--- src/rtl/renkon_sched.sv ---
// Convolution scheduler: loads per-core weights, then streams raster pixel addresses per input channel.
// Define RENKON_BIAS_EN to add a per-group bias-load phase (b_we/b_addr ports, S_BIAS state).
module renkon_sched #(
    parameter  int CORE   = 8,
    parameter  int CHW    = 10,
    parameter  int ISW    = 6,
    parameter  int IADDRW = 16,
    parameter  int WADDRW = 16,
    parameter  int OADDRW = 16,
    localparam int FSW    = 4,
    localparam int CW     = $clog2(CORE)
) (
    input  logic              clk,
    input  logic              xrst,
    input  logic              req,
    input  logic [CHW-1:0]    total_out,
    input  logic [CHW-1:0]    total_in,
    input  logic [ISW-1:0]    img_size,
    input  logic [FSW-1:0]    fil_size,
    output logic              ack,
    output logic              err,
    output logic [CW:0]       out_nch,
    output logic              w_we,
    output logic [CW-1:0]     w_core,
    output logic [WADDRW-1:0] w_addr,
    output logic              conv_en,
    output logic [IADDRW-1:0] in_addr,
    output logic              acc_clr,
    output logic              win_valid,
    output logic              out_we,
    output logic [OADDRW-1:0] out_addr
`ifdef RENKON_BIAS_EN
    ,
    output logic              b_we,
    output logic [WADDRW-1:0] b_addr
`endif
);

    typedef enum logic [2:0] {
        S_WAIT,
`ifdef RENKON_BIAS_EN
        S_BIAS,
`endif
        S_WEIGHT,
        S_CONV,
        S_NEXT
    } state_t;

    state_t         state_reg;
    logic [CHW-1:0] tin_reg;
    logic [CHW-1:0] grp_rem_reg;
    logic [CHW-1:0] ch_reg;
    logic [ISW-1:0] isz_reg;
    logic [ISW-1:0] fm1_reg;
    logic [7:0]     fsq_reg;
    logic [7:0]     k_reg;
    logic [ISW-1:0] row_reg;
    logic [ISW-1:0] col_reg;

    logic [ISW+FSW-1:0] fil_ext, img_ext;
    logic               bad_cfg;
    logic [CW:0]        core_inc;
    logic               last_k, last_core, col_last, row_last, last_ch, last_grp, win_nxt;
    logic [ISW-1:0]     col_next, row_next;
    logic [CHW-1:0]     rem_next;

    // Active cores in a group: the remaining output channels, capped at CORE.
    function automatic logic [CW:0] grp_n(input logic [CHW-1:0] rem);
        return (rem >= CHW'(CORE)) ? (CW+1)'(CORE) : rem[CW:0];
    endfunction

    assign fil_ext   = {{ISW{1'b0}}, fil_size};
    assign img_ext   = {{FSW{1'b0}}, img_size};
    assign bad_cfg   = (total_out == '0) || (total_in == '0) || (fil_size == '0) || (fil_ext > img_ext);
    assign core_inc  = {1'b0, w_core} + (CW+1)'(1);
    assign last_k    = (k_reg == fsq_reg - 8'd1);
    assign last_core = (w_core == CW'(CORE - 1));
    assign col_last  = (col_reg == isz_reg - ISW'(1));
    assign row_last  = (row_reg == isz_reg - ISW'(1));
    assign col_next  = col_last ? '0 : col_reg + ISW'(1);
    assign row_next  = col_last ? row_reg + ISW'(1) : row_reg;
    assign win_nxt   = (row_next >= fm1_reg) && (col_next >= fm1_reg);
    assign last_ch   = (ch_reg == tin_reg - CHW'(1));
    assign last_grp  = (grp_rem_reg <= CHW'(CORE));
    assign rem_next  = grp_rem_reg - CHW'(CORE);

    always_ff @(posedge clk) begin
        if (!xrst) begin
            state_reg   <= S_WAIT;
            ack         <= 1'b1;
            err         <= 1'b0;
            out_nch     <= '0;
            w_we        <= 1'b0;
            w_core      <= '0;
            w_addr      <= '0;
            conv_en     <= 1'b0;
            in_addr     <= '0;
            acc_clr     <= 1'b0;
            win_valid   <= 1'b0;
            out_we      <= 1'b0;
            out_addr    <= '0;
            tin_reg     <= '0;
            grp_rem_reg <= '0;
            ch_reg      <= '0;
            isz_reg     <= '0;
            fm1_reg     <= '0;
            fsq_reg     <= '0;
            k_reg       <= '0;
            row_reg     <= '0;
            col_reg     <= '0;
`ifdef RENKON_BIAS_EN
            b_we        <= 1'b0;
            b_addr      <= '0;
`endif
        end else begin
            err <= 1'b0;
            case (state_reg)
                S_WAIT: begin
                    if (req) begin
                        if (bad_cfg) begin
                            err <= 1'b1;
                        end else begin
                            tin_reg     <= total_in;
                            isz_reg     <= img_size;
                            fm1_reg     <= ISW'(fil_size) - ISW'(1);
                            fsq_reg     <= 8'(fil_size) * 8'(fil_size);
                            grp_rem_reg <= total_out;
                            out_nch     <= grp_n(total_out);
                            ch_reg      <= '0;
                            ack         <= 1'b0;
                            w_addr      <= '0;
                            in_addr     <= '0;
                            out_addr    <= '0;
                            w_core      <= '0;
                            k_reg       <= '0;
`ifdef RENKON_BIAS_EN
                            b_addr      <= '0;
                            b_we        <= 1'b1;
                            state_reg   <= S_BIAS;
`else
                            w_we        <= 1'b1;
                            state_reg   <= S_WEIGHT;
`endif
                        end
                    end
                end
`ifdef RENKON_BIAS_EN
                S_BIAS: begin
                    b_addr <= b_addr + WADDRW'(b_we);
                    if (last_core) begin
                        b_we      <= 1'b0;
                        w_core    <= '0;
                        w_we      <= 1'b1;
                        state_reg <= S_WEIGHT;
                    end else begin
                        w_core <= core_inc[CW-1:0];
                        b_we   <= (core_inc < out_nch);
                    end
                end
`endif
                S_WEIGHT: begin
                    w_addr <= w_addr + WADDRW'(w_we);
                    if (last_k) begin
                        k_reg <= '0;
                        if (last_core) begin
                            w_core    <= '0;
                            w_we      <= 1'b0;
                            conv_en   <= 1'b1;
                            row_reg   <= '0;
                            col_reg   <= '0;
                            acc_clr   <= (ch_reg == '0);
                            win_valid <= (fm1_reg == '0);
                            out_we    <= (fm1_reg == '0) && last_ch;
                            state_reg <= S_CONV;
                        end else begin
                            w_core <= core_inc[CW-1:0];
                            w_we   <= (core_inc < out_nch);
                        end
                    end else begin
                        k_reg <= k_reg + 8'd1;
                    end
                end
                S_CONV: begin
                    in_addr  <= in_addr + IADDRW'(1);
                    out_addr <= out_addr + OADDRW'(out_we);
                    col_reg  <= col_next;
                    row_reg  <= row_next;
                    if (col_last && row_last) begin
                        conv_en   <= 1'b0;
                        acc_clr   <= 1'b0;
                        win_valid <= 1'b0;
                        out_we    <= 1'b0;
                        row_reg   <= '0;
                        col_reg   <= '0;
                        state_reg <= S_NEXT;
                    end else begin
                        win_valid <= win_nxt;
                        out_we    <= win_nxt && last_ch;
                    end
                end
                S_NEXT: begin
                    w_core <= '0;
                    k_reg  <= '0;
                    if (!last_ch) begin
                        ch_reg    <= ch_reg + CHW'(1);
                        w_we      <= 1'b1;
                        state_reg <= S_WEIGHT;
                    end else if (last_grp) begin
                        ack       <= 1'b1;
                        state_reg <= S_WAIT;
                    end else begin
                        // New group: input image is re-read from the start.
                        grp_rem_reg <= rem_next;
                        out_nch     <= grp_n(rem_next);
                        ch_reg      <= '0;
                        in_addr     <= '0;
`ifdef RENKON_BIAS_EN
                        b_we        <= 1'b1;
                        state_reg   <= S_BIAS;
`else
                        w_we        <= 1'b1;
                        state_reg   <= S_WEIGHT;
`endif
                    end
                end
                default: state_reg <= S_WAIT;
            endcase
        end
    end

endmodule

--- config.mk ---
export PLATFORM = sky130hd
export DESIGN_NAME = renkon_sched
export DESIGN_NICKNAME = d
export VERILOG_FILES = /design/src/rtl/renkon_sched.sv
export SDC_FILE = /design/constraint.sdc
export NUM_CORES = 1
export LEC_CHECK = 0
export CORE_UTILIZATION = 25
export DETAILED_ROUTE_END_ITERATION = 12
export GPL_ROUTABILITY_DRIVEN = 0
export PLACE_DENSITY = 0.44
export SLEW_MARGIN = 5
export SYNTH_ARGS = -nofsm -noshare
export SYNTH_HDL_FRONTEND = slang
export SYNTH_SLANG_ARGS = --single-unit
--- constraint.sdc ---
create_clock -name clk -period 4.1 [get_ports clk]
set_input_delay 0.82 -clock clk [delete_from_list [all_inputs] [get_ports clk]]
set_output_delay 0.82 -clock clk [all_outputs]
set_load 0.01 [all_outputs]
==> out/metrics.csv <==
metric,value,unit
status,"complete, no violations",
die_h,181,µm
ir_drop,0.375,mV
fin_setup_tns,0,ns
first_pass_iters,5,
holdPathStages,2,
io_pins,95,
initial_utilization,0.254,
design.die.area,32700,µm²
setup_viol,0,
antenna_found_initial,0,
start_kind,register,
ys_seq_area_frac,0.331,
core,31500,µm²
finClkSkew,0.0113,ns
synth_seq_cells,132,
max_freq,0.266,GHz
critPathKind,register to register,
slew_headroom,0.503,
rr_endpoint,win_valid,
synth_cell_types,80,
rsz0062_at_grt,no,
crit_fanout,7,
ys_warn_count,0,
holdBufCountCts,0,
async_flop_share,0,
clk_pin_slew_worst_paths,0.06,ns
ctsResizeCount,0,
p_total,0.00490,W
seqCellArea,2640,µm²
fin_crit_sh,0.919,
n_fill_cell,3278,
root_buffer,clkbuf_16,
synth.largest_area_cell,dfxtp_1,
holdWs,0.463,ns
synth_edf_count,0,
drt_iter0_markers,459,
critPathArrivalTime,4.08,ns
hold_viol,0,
drt_wl_total,23000,µm
leakagePower,3.61,nW
required,4.41,ns
slew_violations,0,
r2r_slack,0.33,ns
yosysTopAreaCellShare,0.331,
syn-instance-count,988,
top_regs,"in_addr (16), out_addr (16), w_addr (16)",
h-tree-depth,4,
drive_above_1_share,0.0752,
num_vias,7339,
area_growth,25.5,%
rr_startpoint,isz_reg[1],
vias_per_cell,4.92,
clockBufferDepth,2,
reg2regPathDepth,17,
antennaDiodeCount,0,
cts_sinks,132,
numCtsBuffers,17,
wl_per_cell,15.4,µm
power_per_cell_area,489,nW/µm²
postSynthAreaPerCell,8.09,µm²
ys_top_cells_by_area,"dfxtp_1 (33%), ha_1 (7.4%), xnor2_1 (5.0%), nand2_1 (4.5%), nor2_1 (4.5%)",
min_to,fm1_reg[4],
post_cts_buffers,0,
drcViolationCount,0,
hold_path.class,register to register,
ant_nets,0,
die_x,181,µm
ys.flop_type,dfxtp_1,
syn_area,7990,µm²
overflow,0,
multiInputGateArea,4910,µm²
dp_hpwl,17000,µm
io_buffers,94,
final_nets,1157,
grt_pass1_vias,7077,
row_count,65,
worstHoldStart,fm1_reg[4],
clock_latency,0.42,ns
maxCapViolCount,0,
endpoint_kind,register,
grt_use_total,0.143,
synth_fp_nets,1068,
period_needed,3.77,ns
grt_max_degree,42,
cts_tree,built,
grt_pass1_wl,37800,µm
tightest_slew,0.745,ns
[critical path, stage by stage, from the launching register on]
cell	delay (ns)
dfxtp_1	0.36
inv_1	0.05
ha_1	0.25
and2_1	0.20
o21a_1	0.18
o31a_1	0.27
nor4_1	0.27
and2_1	0.36
nor2b_1	0.21
nor2_1	0.06
ha_1	0.26
nand2b_1	0.14
a21o_1	0.17
a211o_1	0.28
o2111ai_1	0.10
a22oi_1	0.12
o2bb2ai_1	0.16
o211a_1	0.20
[synth_stat cells, types with 6 or more instances]
library cell / count
nor3b_1: 6
xnor2_1: 46
nor2_1: 95
and2_1: 15
o211ai_1: 9
a21oi_1: 71
or3_1: 21
ha_1: 47
and3_1: 13
clkbuf_1: 33
nand3_1: 41
a211oi_1: 11
nand2_1: 96
inv_1: 43
o31ai_1: 7
a21o_1: 7
nand2b_1: 11
o21ai_0: 31
nor2b_1: 11
buf_2: 9
xor2_1: 31
a22oi_1: 7
a31oi_1: 10
buf_6: 6
dfxtp_1: 132
nor4_1: 17
nor3_1: 28
nand4_1: 26
[per-layer routing]
layer,share of wire,global-route usage,up-vias
li1,-,-,3734
met5,0,0,-
met1,0.50,0.194,3472
met2,0.46,0.230,117
met3,0.032,0.0294,16
met4,0.013,0.0366,0
[layout by cell type (no fill, tap or decap), drive strengths merged, types with 6 or more instances in the layout]
cell / count
xnor2: 46
clkbuf: 20
a21oi: 71
o21ai: 36
nor3b: 6
nor2b: 11
nor4: 18
nor3: 30
ha: 47
a31oi: 10
and3: 13
or3: 21
dfxtp: 132
o31ai: 7
a21o: 7
buf: 30
a211oi: 12
clkdlybuf4s50: 94
xor2: 31
nor2: 98
and2: 16
a22oi: 7
nand2b: 11
o211ai: 9
inv: 44
nand3: 41
nand4: 26
nand2: 97
[power breakdown]
part / total (W) / internal [W] / switching (W) / leakage [nW]
sequential: 0.00157 / 0.00141 / 0.000163 / 1.07
clock: 0.00165 / 0.00104 / 0.000615 / 0.297
combinational: 0.00168 / 0.000669 / 0.00101 / 2.24
total: 0.00490 / 0.00312 / 0.00178 / 3.61
[logic make-up after synthesis]
family	count (synthesis)	share of synthesized area
AND/OR/NAND/NOR	409	0.260
XOR/XNOR	78	0.0872
flip-flops	132	0.331
adder cells (fa/ha/maj)	47	0.0736
buffers and inverters	98	0.0554
AO/OA/AOI/OAI	218	0.185
multiplexers	6	0.00767
[stage by stage]
| step | util | cells | setup slack [ns] | cell area (µm²) |
|---|---|---|---|---|
| 2_1_floorplan | - | 988 | 0.553 | 7990 |
| 3_3_place_gp | 0.299 | 1460 | 0.210 | 9400 |
| 3_5_place_dp | 0.299 | 1460 | 0.170 | 9400 |
| 4_1_cts | 0.319 | 1492 | 0.332 | 10000 |
| 5_1_grt | 0.319 | 1492 | 0.0498 | 10000 |
| 6_report | 0.319 | 1492 | 0.334 | 10000 |
[final cells by class]
class                           instances  share of cell area
Clock buffer                           20              0.0445
Clock inverter                         12              0.0178
Inverter                               44              0.0165
Multi-Input combinational cell        758               0.490
Sequential cell                       132               0.264
Tap cell                              402              0.0502
Timing Repair Buffer                  124               0.118
[how the worst max path moves through the flow]
| stage | startpoint | endpoint |
|---|---|---|
| 6_report | isz_reg[1] | win_valid |
| 5_1_grt | isz_reg[1] | win_valid |
| 4_1_cts | isz_reg[1] | win_valid |
| 3_5_place_dp | img_size[1] | in_addr[12] |
| 3_3_place_gp | img_size[1] | in_addr[12] |
| 2_1_floorplan | isz_reg[0] | win_valid |
No activity file was read; power rests on OpenSTA's default activity.
==> patch 1 (same settings) <==
Change the parameter `CORE` from 8 to 16.
--- a/src/rtl/renkon_sched.sv
+++ b/src/rtl/renkon_sched.sv
@@ -1,7 +1,7 @@
 // Convolution scheduler: loads per-core weights, then streams raster pixel addresses per input channel.
 // Define RENKON_BIAS_EN to add a per-group bias-load phase (b_we/b_addr ports, S_BIAS state).
 module renkon_sched #(
-    parameter  int CORE   = 8,
+    parameter  int CORE   = 16,
     parameter  int CHW    = 10,
     parameter  int ISW    = 6,
     parameter  int IADDRW = 16,
Ports: changed (resized out_nch and w_core); port bits go from 95 to 97. No check against the original RTL was run, so the function may have changed too.
==> patch 1 against the unedited design <==
- the flow now finishes with violations (DRC)
- cell area shrank 0.16%
- sequential power grew 3%
- first-iteration DRC count shrank 27%
- wire length grew 0.45%
- sequential cell count grew 2
- synthesized area shrank 0.99%
- via count shrank 4.5%
- count of clock-buffer cells in the layout shrank 2
- hold slack gained 0.0081 ns
- critical endpoint is now in_addr[0]$_SDFFE_PN0P_
- non-clock buffer count shrank 2
- setup slack gained 0.37 ns
- power grew 6.3%
- fmax grew 11%
==> patch 1: results (changes against the unedited design) <==
Run status
  • Status: finished, violations left
  • Violations in the final reports: DRC

Critical path
  • Reg-to-reg startpoint: tin_reg[0]$_SDFFE_PN0P_
  • Worst-path cell with the longest stage delay: o31ai_2
  • Worst r2r dst: in_addr[0]$_SDFFE_PN0P_
  • Reg2Reg Setup Slack: 0.71 ns (+0.37 ns)
  • Worst Path Arrival: 3.65 ns (-0.43 ns)
  • Worst-case reg-to-reg path depth: 9 (-8)
  • CP max FO: 31 (+24)
  • Largest stage delay, worst path: 1.02 ns (+0.66 ns)

Global route
  • Vias in the first global route: 6740 (-4.8%)
  • Largest net degree at the start of global routing: 33 (-21%)
  • Initial antenna violation count: 0 (unchanged)
  • Total Routing Usage GR: 14.6% (+0.29 points)
  • First-pass GRT wire length: 37800 um (about the same)

Finish
  • Fill cell count: 3285 (+0.21%)
  • Ratio of cells with drive above 1 in the final layout: 7.70% (+0.18 points)
  • Final-stage net count: 1120 (-3.2%)

Worst hold path
  • Worst Hold Path Cells: 2 (unchanged)
  • Hold Crit Endpoint: tin_reg[9]$_SDFFE_PN0P_
  • HP Start: tin_reg[9]$_SDFFE_PN0P_

Route
  • Wire per inst: 15.9 um (+3.5%)
  • DRT iter0 DRCs: 337 (-27%)
  • DR vias/cell: 4.84 (-1.6%)
  • First-pass detailed-route iteration total: 8 (+3)
  • Detailed Route WL: 23100 um (+0.45%)
  • DRC Markers: 7 (+7)

Yosys
  • Main synth FF type: dfxtp_1
  • Seq/Total Area, Yosys: 33.9% (+0.84 points)
  • Library cells used by synthesis: 81 (+1.3%)
  • Post-Synth XOR/XNOR Area: 10.5% (+1.7 points)
  • Syn Nets: 1025 (-4.0%)
  • Top post-synthesis cells by area: dfxtp_1, ha_1, nand2_1
  • Synth Instances: 944 (-4.5%)
  • Most instantiated cells after synthesis: dfxtp_1, nand2_1, nor2_1
  • Synth Area in Compound Gates: 18.1% (-0.40 points)
  • Post-Synth Adder-Cell Area: 7.73% (+0.37 points)
  • Mux share of post-synthesis cell area: 0.648% (-0.12 points)

STA
  • Clk_skew: 0.0122 ns (+0.000937 ns)
  • Hold Worst Slack: 0.471 ns (+0.00806 ns)
  • Least-Margin Pin Slew: 1.11 ns (+0.367 ns)

Placement
  • Dpl cells: 1416 (-3.0%)
  • Buffers added on ports: 96 (+2.1%)
  • Final HPWL DP: 17100 um (+0.35%)
  • Setup WS pre-CTS: 0.257 ns (+0.0871 ns)
  • Area after DPL: 9380 um^2 (-0.20%)

Power and ir drop
  • LEAKAGE: 3.60 nW (-0.37%)
  • Max rail drop VDD: 285 uV (-24%)

CTS
  • Clock buffer depth: 2 (unchanged)
  • H-tree Lvls: 4 (unchanged)
  • Clock transition at path regs: 0.06 ns (about the same)
## patch 1: cells by family after synthesis
kind of cell / Yosys count
buffers and inverters: 87
AOI/OAI and AO/OA: 209
adders and majority gates: 49
xor gates and xnor gates: 85
muxes: 5
DFF: 134
and+or+nand+nor: 375
## patch 1: worst max-delay path by stage
stage / from / to / slack (ns) / depth (start not counted)
6_report: tin_reg[0]$_SDFFE_PN0P_ / in_addr[0]$_SDFFE_PN0P_ / 0.71 / 9
2_1_floorplan: isz_reg[0]$_SDFFE_PN0P_ / win_valid$_SDFFE_PN0P_ / 1.01 / 16
5_1_grt: isz_reg[0]$_SDFFE_PN0P_ / out_we$_SDFFE_PN0P_ / 0.36 / 15
3_3_place_gp: img_size[1] / in_addr[5]$_SDFFE_PN0P_ / 0.29 / 9
4_1_cts: tin_reg[0]$_SDFFE_PN0P_ / in_addr[6]$_SDFFE_PN0P_ / 0.64 / 9
3_5_place_dp: img_size[1] / in_addr[9]$_SDFFE_PN0P_ / 0.26 / 9
## patch 1: cell type report
cell class,instances,area (um^2),area share (%)
multi-input cells,723,4890,48.9
repair buffers,122,1160,11.5
flip-flops and latches,134,2680,26.8
well taps,396,495,4.95
clock buffers,18,429,4.29
inverters,41,154,1.54
clock inverters,14,199,1.99
## patch 1: metal layers
metal  wire length, um  track usage, %  vias to the layer above
met2             10300            22.7                      102
met3               765            3.04                       11
li1                  -               -                     3609
met4               191            3.38                        0
met1             11800            20.5                     3287
met5                 0               0                        -
## patch 1: where the power goes
part / internal [mW] / leakage [nW] / switching, mW
clock: 1.02 / 0.294 / 0.643
sequential: 1.45 / 1.09 / 0.162
combinational: 0.775 / 2.22 / 1.15
==> patch 2 (same settings) <==
Without the edit above. Re-encode `state_t` (4 states) as one-hot, 4 bits wide.
--- a/src/rtl/renkon_sched.sv
+++ b/src/rtl/renkon_sched.sv
@@ -36,14 +36,14 @@
 `endif
 );
 
-    typedef enum logic [2:0] {
-        S_WAIT,
+    typedef enum logic [3:0] {
+        S_WAIT   = 4'b0001,
 `ifdef RENKON_BIAS_EN
         S_BIAS,
 `endif
-        S_WEIGHT,
-        S_CONV,
-        S_NEXT
+        S_WEIGHT = 4'b0010,
+        S_CONV   = 4'b0100,
+        S_NEXT   = 4'b1000
     } state_t;
 
     state_t         state_reg;
Check against the original RTL: same outputs for any inputs over 4 cycles, from zero or initial values and one cycle with xrst low; so few cycles prove little.
==> patch 2 against the unedited design <==
- wire length down 1.5%
- first-iteration DRC count shrank 39%
- cell area shrank 3.1%
- count of clock-buffer cells in the layout down 3
- global-route usage increased by 0.74 points
- sequential cell count is 2 higher
- synthesized area down 4.4%
- final cell count decreased by 1.9%
- setup slack better by 0.14 ns
- die area fell by 4.4%
- critical path type is now input port to flop
- critical endpoint is now ch_reg[3]$_SDFFE_PN0P_
Power is not compared: it rests on default switching activity, and its combinational part moved more than twofold at a synthesized area within 25%.
==> patch 2: results (changes against the unedited design) <==
Yosys
  • Post-Synth Adder-Cell Area: 7.04% (-0.31 points)
  • Library cells used by synthesis: 70 (-13%)
  • Mux share of post-synthesis cell area: 0.279% (-0.49 points)
  • Most instantiated cells after synthesis: dfxtp_1, nor2_1, nand2_1
  • Post-Synth XOR/XNOR Area: 11.0% (+2.3 points)
  • Seq/Total Area, Yosys: 35.1% (+2.1 points)
  • Top post-synthesis cells by area: dfxtp_1, ha_1, xnor2_1
  • Syn Nets: 1038 (-2.8%)

Placement
  • Setup WS pre-CTS: 0.0485 ns (-0.121 ns)
  • Area after DPL: 9130 um^2 (-2.9%)
  • Final HPWL DP: 17000 um (about the same)
  • Dpl cells: 1432 (-1.9%)

Critical path
  • CP max FO: 11 (+4)
  • Worst Path Arrival: 3.94 ns (-0.14 ns)
  • Worst-case reg-to-reg path depth: 15 (-2)

STA
  • Slew margin rel.: 36.3% (-14 points)
  • Clk_skew: 0.0191 ns (+0.00777 ns)

Finish
  • Ratio of cells with drive above 1 in the final layout: 7.73% (+0.21 points)
  • Final-stage net count: 1137 (-1.7%)
  • Fin cells: 1464 (-1.9%)
  • Fill cell count: 3158 (-3.7%)

Global route
  • Met1 GRT Util: 21.3% (+1.9 points)
  • First-pass GRT wire length: 37000 um (-2.0%)
  • M3 GR Usage: 2.75% (-0.19 points)
  • Largest net degree at the start of global routing: 40 (-4.8%)
  • Vias in the first global route: 6713 (-5.1%)
  • Total Routing Usage GR: 15.1% (+0.74 points)

Route
  • DRT iter0 DRCs: 282 (-39%)
  • DR vias/cell: 4.77 (-3.1%)
  • Met3 WL post-DR: 762 um (+3.1%)
  • Met2 routed WL: 9910 um (-5.7%)

CTS
  • Clock latency on the worst-skew pair: 0.44 ns (+0.02 ns)

Run status
  • Status: finished clean
patch 2: cell count changes after synthesis, moves of 6 or more:
cell     change
nor2_1      +27
nand2_1     +16
nand4_1     -16
xnor2_1     +13
inv_1        -9
and2_1       -8
nor3_1       +7
a31oi_1      -6
patch 2: path summary, 6_finish.rpt:
| path | start | slack, ns | end |
|---|---|---|---|
| setup / recovery | img_size[1] | 0.47 | ch_reg[3]$_SDFFE_PN0P_ |
| hold reg to reg | win_valid$_SDFFE_PN0P_ | 0.47 | win_valid$_SDFFE_PN0P_ |
| hold / removal | win_valid$_SDFFE_PN0P_ | 0.47 | win_valid$_SDFFE_PN0P_ |
| setup reg to reg | isz_reg[0]$_SDFFE_PN0P_ | 0.49 | out_we$_SDFFE_PN0P_ |
patch 2: where the power goes:
part           total [mW]  switching, mW  internal, mW
clock                1.56          0.702         0.863
sequential           1.41         0.0613          1.35
combinational       0.615          0.346         0.269
total                3.59           1.11          2.48
patch 2: layout make-up:
class | count | share of cell area [%]
Multi-Input combinational cell | 748 | 47.9
Tap cell | 390 | 5.02
Clock buffer | 17 | 4.38
Timing Repair Buffer | 125 | 12.1
Clock inverter | 15 | 1.62
Inverter | 35 | 1.35
Sequential cell | 134 | 27.6
patch 2: cells by family after synthesis:
| family | after synthesis |
|---|---|
| flops | 134 |
| compound gates | 184 |
| mux | 2 |
| simple gates | 429 |
| xor+xnor | 90 |
| fa+ha+maj | 43 |
| buf+inv | 80 |
patch 2: worst max-delay path: stages:
cell,delay [ns]
clkdlybuf4s50_1,0.51
inv_1,0.07
ha_1,0.30
nor2b_1,0.14
o211ai_1,0.16
a2111oi_1,0.12
buf_4,0.16
nor3_2,0.76
o21a_2,0.26
nand2b_1,0.31
buf_4,0.25
nor2_1,0.06
